### config.mk
export PLATFORM = sky130hd
export DESIGN_NAME = fir_decim_buffer
export DESIGN_NICKNAME = d
export VERILOG_FILES = /design/src/rtl/fir_pkg.sv /design/src/rtl/sync_fifo.sv /design/src/rtl/fir_decim_buffer.sv
export SDC_FILE = /design/constraint.sdc
export NUM_CORES = 1
export LEC_CHECK = 0
export ABC_AREA = 1
export CORE_AREA = 2 2 123 125
export CTS_CLUSTER_SIZE = 16
export DETAILED_ROUTE_END_ITERATION = 6
export DIE_AREA = 0 0 125 127
export HOLD_SLACK_MARGIN = 0.08
export PLACE_DENSITY = 0.7
export SETUP_SLACK_MARGIN = 0.4
export SLEW_MARGIN = 25
export SYNTH_ARGS = -nofsm -noshare
export SYNTH_HDL_FRONTEND = slang
export SYNTH_SLANG_ARGS = --single-unit
### constraint.sdc
create_clock -name clk -period 7.1 [get_ports clk]
set_input_delay 2.13 -clock clk [delete_from_list [all_inputs] [get_ports clk]]
set_output_delay 2.13 -clock clk [all_outputs]
set_load 0.01 [all_outputs]
### src/rtl/fir_pkg.sv
// fir_pkg: shared constants and helpers for the FIR output chain
package fir_pkg;
  localparam int SAMPLE_W = 16;
  localparam int FIR_TAPS = 19;
  localparam int WARMUP_DEF = FIR_TAPS + 2;
  function automatic int clog2(input int v);
    int r;
    r = 0;
    while ((1 << r) < v) r++;
    return r;
  endfunction
endpackage

### src/rtl/sync_fifo.sv
// sync_fifo: single-clock FIFO with explicit level counter; a pop frees a slot for a same-edge push
module sync_fifo import fir_pkg::*; #(
  parameter int DATA_W = SAMPLE_W,
  parameter int DEPTH  = 8
) (
  input  logic                  clk,
  input  logic                  reset,
  input  logic                  push_i,
  input  logic                  pop_i,
  input  logic [DATA_W-1:0]     data_i,
  output logic [DATA_W-1:0]     data_o,
  output logic                  valid_o,
  output logic                  full_o,
  output logic [clog2(DEPTH):0] level_o
);
  localparam int AW = clog2(DEPTH);
  logic [DATA_W-1:0] mem_q [DEPTH];
  logic [AW-1:0] wr_q, wr_d, rd_q, rd_d;
  logic [AW:0] level_q, level_d;
  logic do_push, do_pop;
  assign valid_o = level_q != '0;
  assign full_o  = level_q == (AW+1)'(DEPTH);
  assign do_pop  = pop_i && valid_o;
  assign do_push = push_i && (!full_o || do_pop);
  assign data_o  = valid_o ? mem_q[rd_q] : '0;
  assign level_o = level_q;
  // pointer and occupancy next state
  always_comb begin
    wr_d    = do_push ? wr_q + AW'(1) : wr_q;
    rd_d    = do_pop ? rd_q + AW'(1) : rd_q;
    level_d = (do_push && !do_pop) ? level_q + (AW+1)'(1) :
              (!do_push && do_pop) ? level_q - (AW+1)'(1) : level_q;
  end
  // pointer and occupancy registers
  always_ff @(posedge clk or posedge reset) begin
    if (reset) begin
      wr_q    <= '0;
      rd_q    <= '0;
      level_q <= '0;
    end else begin
      wr_q    <= wr_d;
      rd_q    <= rd_d;
      level_q <= level_d;
    end
  end
  // sample storage; contents are don't-care until the level says otherwise
  always_ff @(posedge clk) begin
    if (do_push) mem_q[wr_q] <= data_i;
  end
endmodule

### src/rtl/fir_decim_buffer.sv
// fir_decim_buffer: drops FIR warm-up samples, decimates, and buffers kept samples for a consumer
module fir_decim_buffer import fir_pkg::*; #(
  parameter int DATA_W = SAMPLE_W,
  parameter int DECIM  = 4,
  parameter int DEPTH  = 8,
  parameter int WARMUP = WARMUP_DEF
) (
  input  logic                  clk,
  input  logic                  reset,
  input  logic                  in_en,
  input  logic [DATA_W-1:0]     in_data,
  output logic                  out_valid,
  output logic [DATA_W-1:0]     out_data,
  input  logic                  out_ready,
  output logic [clog2(DEPTH):0] level,
  output logic                  overflow,
  input  logic                  clr_ovf,
  output logic                  warm
);
  localparam int WW = clog2(WARMUP + 1);
  localparam int DW = clog2(DECIM + 1);
  logic [WW-1:0] wcnt_q, wcnt_d;
  logic [DW-1:0] dcnt_q, dcnt_d;
  logic warm_q, warm_d, ovf_q, ovf_d;
  logic keep, full, pop;
  assign pop      = out_valid && out_ready;
  assign keep     = in_en && warm_q && dcnt_q == '0;
  assign warm     = warm_q;
  assign overflow = ovf_q;
  // warm-up, decimation and overflow next state; a drop wins over a clear
  always_comb begin
    wcnt_d = (in_en && !warm_q) ? wcnt_q + WW'(1) : wcnt_q;
    warm_d = warm_q || (in_en && wcnt_q == WW'(WARMUP - 1));
    dcnt_d = (in_en && warm_q) ? (dcnt_q == DW'(DECIM - 1) ? '0 : dcnt_q + DW'(1)) : dcnt_q;
    ovf_d  = (keep && full && !pop) || (ovf_q && !clr_ovf);
  end
  // control registers
  always_ff @(posedge clk or posedge reset) begin
    if (reset) begin
      wcnt_q <= '0;
      dcnt_q <= '0;
      warm_q <= 1'b0;
      ovf_q  <= 1'b0;
    end else begin
      wcnt_q <= wcnt_d;
      dcnt_q <= dcnt_d;
      warm_q <= warm_d;
      ovf_q  <= ovf_d;
    end
  end
  sync_fifo #(.DATA_W(DATA_W), .DEPTH(DEPTH)) u_fifo (
    .clk     (clk),
    .reset   (reset),
    .push_i  (keep),
    .pop_i   (pop),
    .data_i  (in_data),
    .data_o  (out_data),
    .valid_o (out_valid),
    .full_o  (full),
    .level_o (level)
  );
endmodule
After elaboration in Yosys (flattened, before gate mapping)
Memories as Yosys holds them, arrays and structs flattened.
Cells that the tools add are included.
W data, S select, Z words.
{ "word_totals": {"inputBits": 21, "out_inout_bits": 23, "n_memories": 1, "latchBits": 0, "romBits": 0, "wordCells": 47, "regBits": 20, "ram_bits": 128} }
{ "mem_list": {"columns": ["memory", "words", "width", "read_ports", "rd_clocked_by_memory_dff", "wr", "line", "text"], "rows": [
  ["u_fifo.mem_q", 8, 16, 1, 0, 1, "sync_fifo.sv:17", "logic [DATA_W-1:0] mem_q [DEPTH];"]
]} }
{ "op_classes": {"reduce_logical": 24, "n_addsub": 6, "n_mux": 6, "magnitude_cmp": 0, "div_mod_pow": 0, "shift": 0, "n_eq_ne": 3, "n_bitwise": 0, "multipliers": 0} }
{ "op_table": {"columns": ["operator", "n"], "rows": [
  ["$mux W16", 1],
  ["$logic_and A1 B1 Y1", 12],
  ["$add A3 B1 Y3 const B", 3],
  ["$mux W4", 2],
  ["$logic_not A1 Y1", 6],
  ["$add A5 B1 Y5 const B", 1],
  ["$eq A5 B5 Y1 const B", 1],
  ["$add A4 B1 Y4 const B", 1],
  ["$eq A4 B4 Y1 const B", 1],
  ["$reduce_bool A4 Y1", 1],
  ["$sub A4 B1 Y4 const B", 1],
  ["$eq A3 B2 Y1 const B", 1],
  ["$logic_not A3 Y1", 1],
  ["$logic_or A1 B1 Y1", 3],
  ["$mux W3", 1],
  ["$mux W1", 2],
  ["$reduce_bool A2 Y1", 1]
]} }

Depth between registers and ports, before layout
{ "logic_depth": {"depth_word": 9, "depth_mapped": 15, "mapped_depth_nobuf": 15} }

Hierarchy
From an unflattened synthesis, not the netlist that was laid out.
{ "unflattened": {"cells_unflattened": 700, "area_unflattened_um2": 6829.0} }
{ "by_module_without_submodules": {"columns": ["mod", "seq_area_each_um2", "cells_per_inst", "area_per_inst_um2", "n_inst"], "rows": [
  ["sync_fifo", 4093.9, 637, 6312.3, 1],
  ["fir_decim_buffer", 250.2, 63, 516.7, 1]
]} }

Least setup slack after synthesis
OpenSTA, ideal clock, no wires.
{ "synth_path": {"path_type": "input to register", "start": "input port in_en", "end": "memory u_fifo.mem_q[4][0] (netlist bit), enable pin", "arrival_ns": 3.700, "setup_slack_ns": 2.991, "n_path_buf": 1, "path_stages": 5, "t_required_ns": 6.691, "cell_sequence": "nand2_1 -> nor2_1 -> nand2_1 -> buf_6 -> nor3_1"} }
{ "synth_via": {"elab_chain_len": 5} }
{ "synth_lines": {"columns": ["element", "line", "text"], "rows": [
  ["from (decl)", "fir_decim_buffer.sv:10", "input logic in_en,"],
  ["$logic_and A1 B1 Y1 (2 in series)", "fir_decim_buffer.sv:27", "assign keep = in_en && warm_q && dcnt_q == '0;"],
  ["$logic_and A1 B1 Y1", "sync_fifo.sv:24", "assign do_push = push_i && (!full_o || do_pop);"],
  ["$mux W1", "sync_fifo.sv:48", "if (do_push) mem_q[wr_q] <= data_i;"],
  ["$mux W1 (implied by the code)", "sync_fifo.sv:48", null],
  ["to (decl)", "sync_fifo.sv:17", null]
]} }
Every way passes these cells.

Worst setup path in the final report
{ "layout_path": {"start": "register u_fifo.rd_q[1]", "end": "output port out_data[14]"} }
{ "layout_via": {"elab_chain_len": 2} }
{ "layout_lines": {"columns": ["element", "line", "text"], "rows": [
  ["from (decl)", "sync_fifo.sv:18", "logic [AW-1:0] wr_q, wr_d, rd_q, rd_d;"],
  ["from (signal assigned)", "sync_fifo.sv:42", "rd_q <= rd_d;"],
  ["$mem_v2 Z8 W16", null, null],
  ["$mux W16", "sync_fifo.sv:25", "assign data_o = valid_o ? mem_q[rd_q] : '0;"],
  ["to (decl)", "fir_decim_buffer.sv:13", "output logic [DATA_W-1:0] out_data,"]
]} }
Every way passes these cells.

==> impl_results.md <==
- Iteration count of the initial detailed-routing pass: 6
- TritonCTS clock tree: built
- Total CTS buffers: 17
- Cell count after synthesis: 681
- Seq/Total Area, Yosys: 64.74%
- Synthesized area: 6710 µm²
- Top-area cell type share of the netlist area: 57.28%
- Fin crit period: 4554 ps
- Drt wl/cell: 15.09 µm
- Setup violators final: 0
- Die Area: 15,880 µm²
- Type of the worst setup path: reg2out
- Die Wd: 125 µm
- Worst r2r dst: u_fifo.level_o[3]$_DFFE_PP0P_
- Grt ovf: 0
- Total global-route track usage: 18.51%
- Status: finished clean
- Crit end category: output port
- Synth area leaders: edfxtp_1, nand2_1, inv_1
- Hpwl dp: 8236 µm
- Warnings, synthesis: 0
- Core ar.: 14,420 µm²
- First-pass GRT wire length: 22,580 µm
- Layout Cells excl Fill: 924
- DRT Wirelength: 13,940 µm
- Max cap viols: 0
- Ant diodes: 0
- FF+latch count, synth: 148
- Clock Pin Slew Worst Setup and Hold Paths: 60 ps
- Final Max Tran Viols: 0
- Worst-Margin Slew: 751.7 ps
- Leading area contributor after synthesis: edfxtp_1
- Clk buf depth: 2
- R2R Setup Slk: 4610 ps
- Power Density: 393.7 nW/µm²
- TNS Setup: 0 ps
- Placement row count: 44
- Largest net degree at the start of global routing: 66
- Share of layout cells above drive strength 1: 6.622%
- Vias: 4,531
- FMAX: 219.6 MHz
- RR Startpoint: u_fifo.level_o[0]$_DFFE_PP0P_
- Post-CTS sizing: 0
- DRC errors left: 0
- Starting density of the core: 46.52%
- Vias in the first global route: 4,378
- Root Driver: clkbuf_16
- CP max FO: 33
- Hold crit path type: reg2reg
- Die height: 127 µm
- Final ANT Viol Nets: 0
- Peak supply drop: 288.7 µV
- Hold_sp: dcnt_q[2]$_DFFE_PP0P_
- Post-Place Cells: 892
- CP required: 4970 ps
- Synth Net Count: 712
- Final period utilization: 64.14%
- Via density: 4.904
- I/O Buffers: 43
- WP data arrival: 2420 ps
- Hold Path Cell Cnt: 2
- DRT iter0 DRCs: 429
- Distinct cells, synth: 23
- RSZ-0062 raised after global routing: false
- Syn-to-layout area delta: 17.30%
- Leakage: 3.566 nW
- Syn Area/Cell: 9.853 µm²
- Final hold vios: 0
- FF-to-FF path depth: 11
- Global placer's final weighted congestion: 0.8107
- Buffer count from post-CTS setup fixing: 0
- Min-Delay Endpoint: dcnt_q[2]$_DFFE_PP0P_
- Max-slew headroom: 49.83%
- H-tree levels: 4
- Boundary Pins: 44
- Fin nets: 758
- Latest clock arrival within the worst-skew pair: 420 ps
- Clock Sinks: 148
- Initial antenna violation count: 0
- Layout Utilization: 54.57%
- Skew final: 5.253 ps
- Critical path launch point type: register
- CTS Hold Bufs: 0
logic make-up (layout without fill, tap and decap cells):
family	count (synthesis)	after routing	synth area share (%)
buffers and inverters	176	235	10.95
AO/OA/AOI/OAI	11	11	0.8763
adder cells (fa/ha/maj)	10	10	1.977
XOR/XNOR	11	11	1.436
AND/OR/NAND/NOR	325	325	20.03
flip-flops	148	148	64.74
worst max path at each step:
stage / from / to / slack (ps) / cells after the start
after floorplan: in_en / u_fifo.mem_q[4][0]$_DFFE_PP_ / 2990 / 5
after global placement: in_en / u_fifo.level_o[3]$_DFFE_PP0P_ / 2610 / 13
after detailed placement: in_en / u_fifo.level_o[3]$_DFFE_PP0P_ / 2570 / 13
after CTS: u_fifo.rd_q[1]$_DFFE_PP0P_ / out_data[14] / 2510 / 6
after global routing: u_fifo.rd_q[1]$_DFFE_PP0P_ / out_data[14] / 2390 / 6
final: u_fifo.rd_q[1]$_DFFE_PP0P_ / out_data[14] / 2550 / 6
cells in the final DEF, fill, tap and decap left out, drive strengths merged:
| master | netlist | final |
|---|---|---|
| clkbuf | 3 | 19 |
| o31ai | 1 | 1 |
| o22ai | 1 | 1 |
| inv | 149 | 149 |
| xor2 | 5 | 5 |
| ha | 9 | 9 |
| clkinvlp | 0 | 1 |
| nand2 | 187 | 187 |
| nor3 | 8 | 8 |
| nor2 | 41 | 41 |
| nand3 | 89 | 89 |
| clkdlybuf4s50 | 0 | 43 |
| buf | 24 | 11 |
| o21ai | 6 | 6 |
| clkinv | 0 | 10 |
| xnor2 | 6 | 6 |
| a21oi | 3 | 3 |
| dfrtp | 20 | 20 |
| bufinv | 0 | 2 |
| fa | 1 | 1 |
| edfxtp | 128 | 128 |
per-stage QoR:
step / instance area (µm²) / hold WS, ps / total power, mW / setup WS (ps)
floorplan: 6710 / 435.5 / 1.869 / 2991
global placement: 7320 / 449.4 / 2.250 / 2609
detailed placement: 7322 / 468.8 / 2.276 / 2574
CTS: 7871 / 484.6 / 3.118 / 2506
global route: 7871 / 526.2 / 3.290 / 2392
finish: 7871 / 479.0 / 3.099 / 2546
metal layers:
metal	global-route usage [%]	wire length, µm	vias up
li1	-	-	2227
met1	23.71	6241	2146
met2	30.79	6680	133
met3	4.941	778	25
met4	6.340	238	0
met5	0	0	-
synthesized netlist by cell type:
| library cell | count |
|---|---|
| nor2_1 | 41 |
| nor3_1 | 8 |
| buf_1 | 1 |
| a21oi_1 | 3 |
| buf_6 | 4 |
| nand2_2 | 1 |
| nand2_1 | 186 |
| xor2_1 | 5 |
| xnor2_1 | 6 |
| buf_4 | 8 |
| edfxtp_1 | 128 |
| clkbuf_1 | 3 |
| o31ai_1 | 1 |
| nand3_1 | 89 |
| buf_2 | 11 |
| ha_1 | 9 |
| fa_1 | 1 |
| o21ai_1 | 1 |
| dfrtp_1 | 20 |
| o21ai_0 | 5 |
| inv_1 | 147 |
| inv_2 | 2 |
| o22ai_1 | 1 |
report_power, final:
part | internal, mW | switching (mW) | total (mW)
Clock | 0.508 | 0.332 | 0.840
Sequential | 1.04 | 0.0662 | 1.11
Combinational | 0.456 | 0.696 | 1.15
cell type report:
class | count | area (µm²)
Timing Repair Buffer | 54 | 513.0
Tap cell | 184 | 230.2
Multi-Input combinational cell | 357 | 1672
Sequential cell | 148 | 4345
Clock inverter | 13 | 116.4
Inverter | 149 | 561.8
Clock buffer | 19 | 432.9
Fill cell | 1287 | 6553
state kept, by name, indices dropped and copies added, names as in the netlist:
signal,cells
u_fifo.level_o,4
wcnt_q,5
u_fifo.wr_q,3
overflow,1
warm,1
dcnt_q,3
u_fifo.rd_q,3
u_fifo.mem_q,128
critical path, stage by stage (launching register included):
cell and delay (ps):
dfrtp_1 390, inv_2 530, nand3_1 140, nand3_1 100, nand2_1 60, nor2_1 210, clkdlybuf4s50_1 590
(Power assumes the default switching activity.)
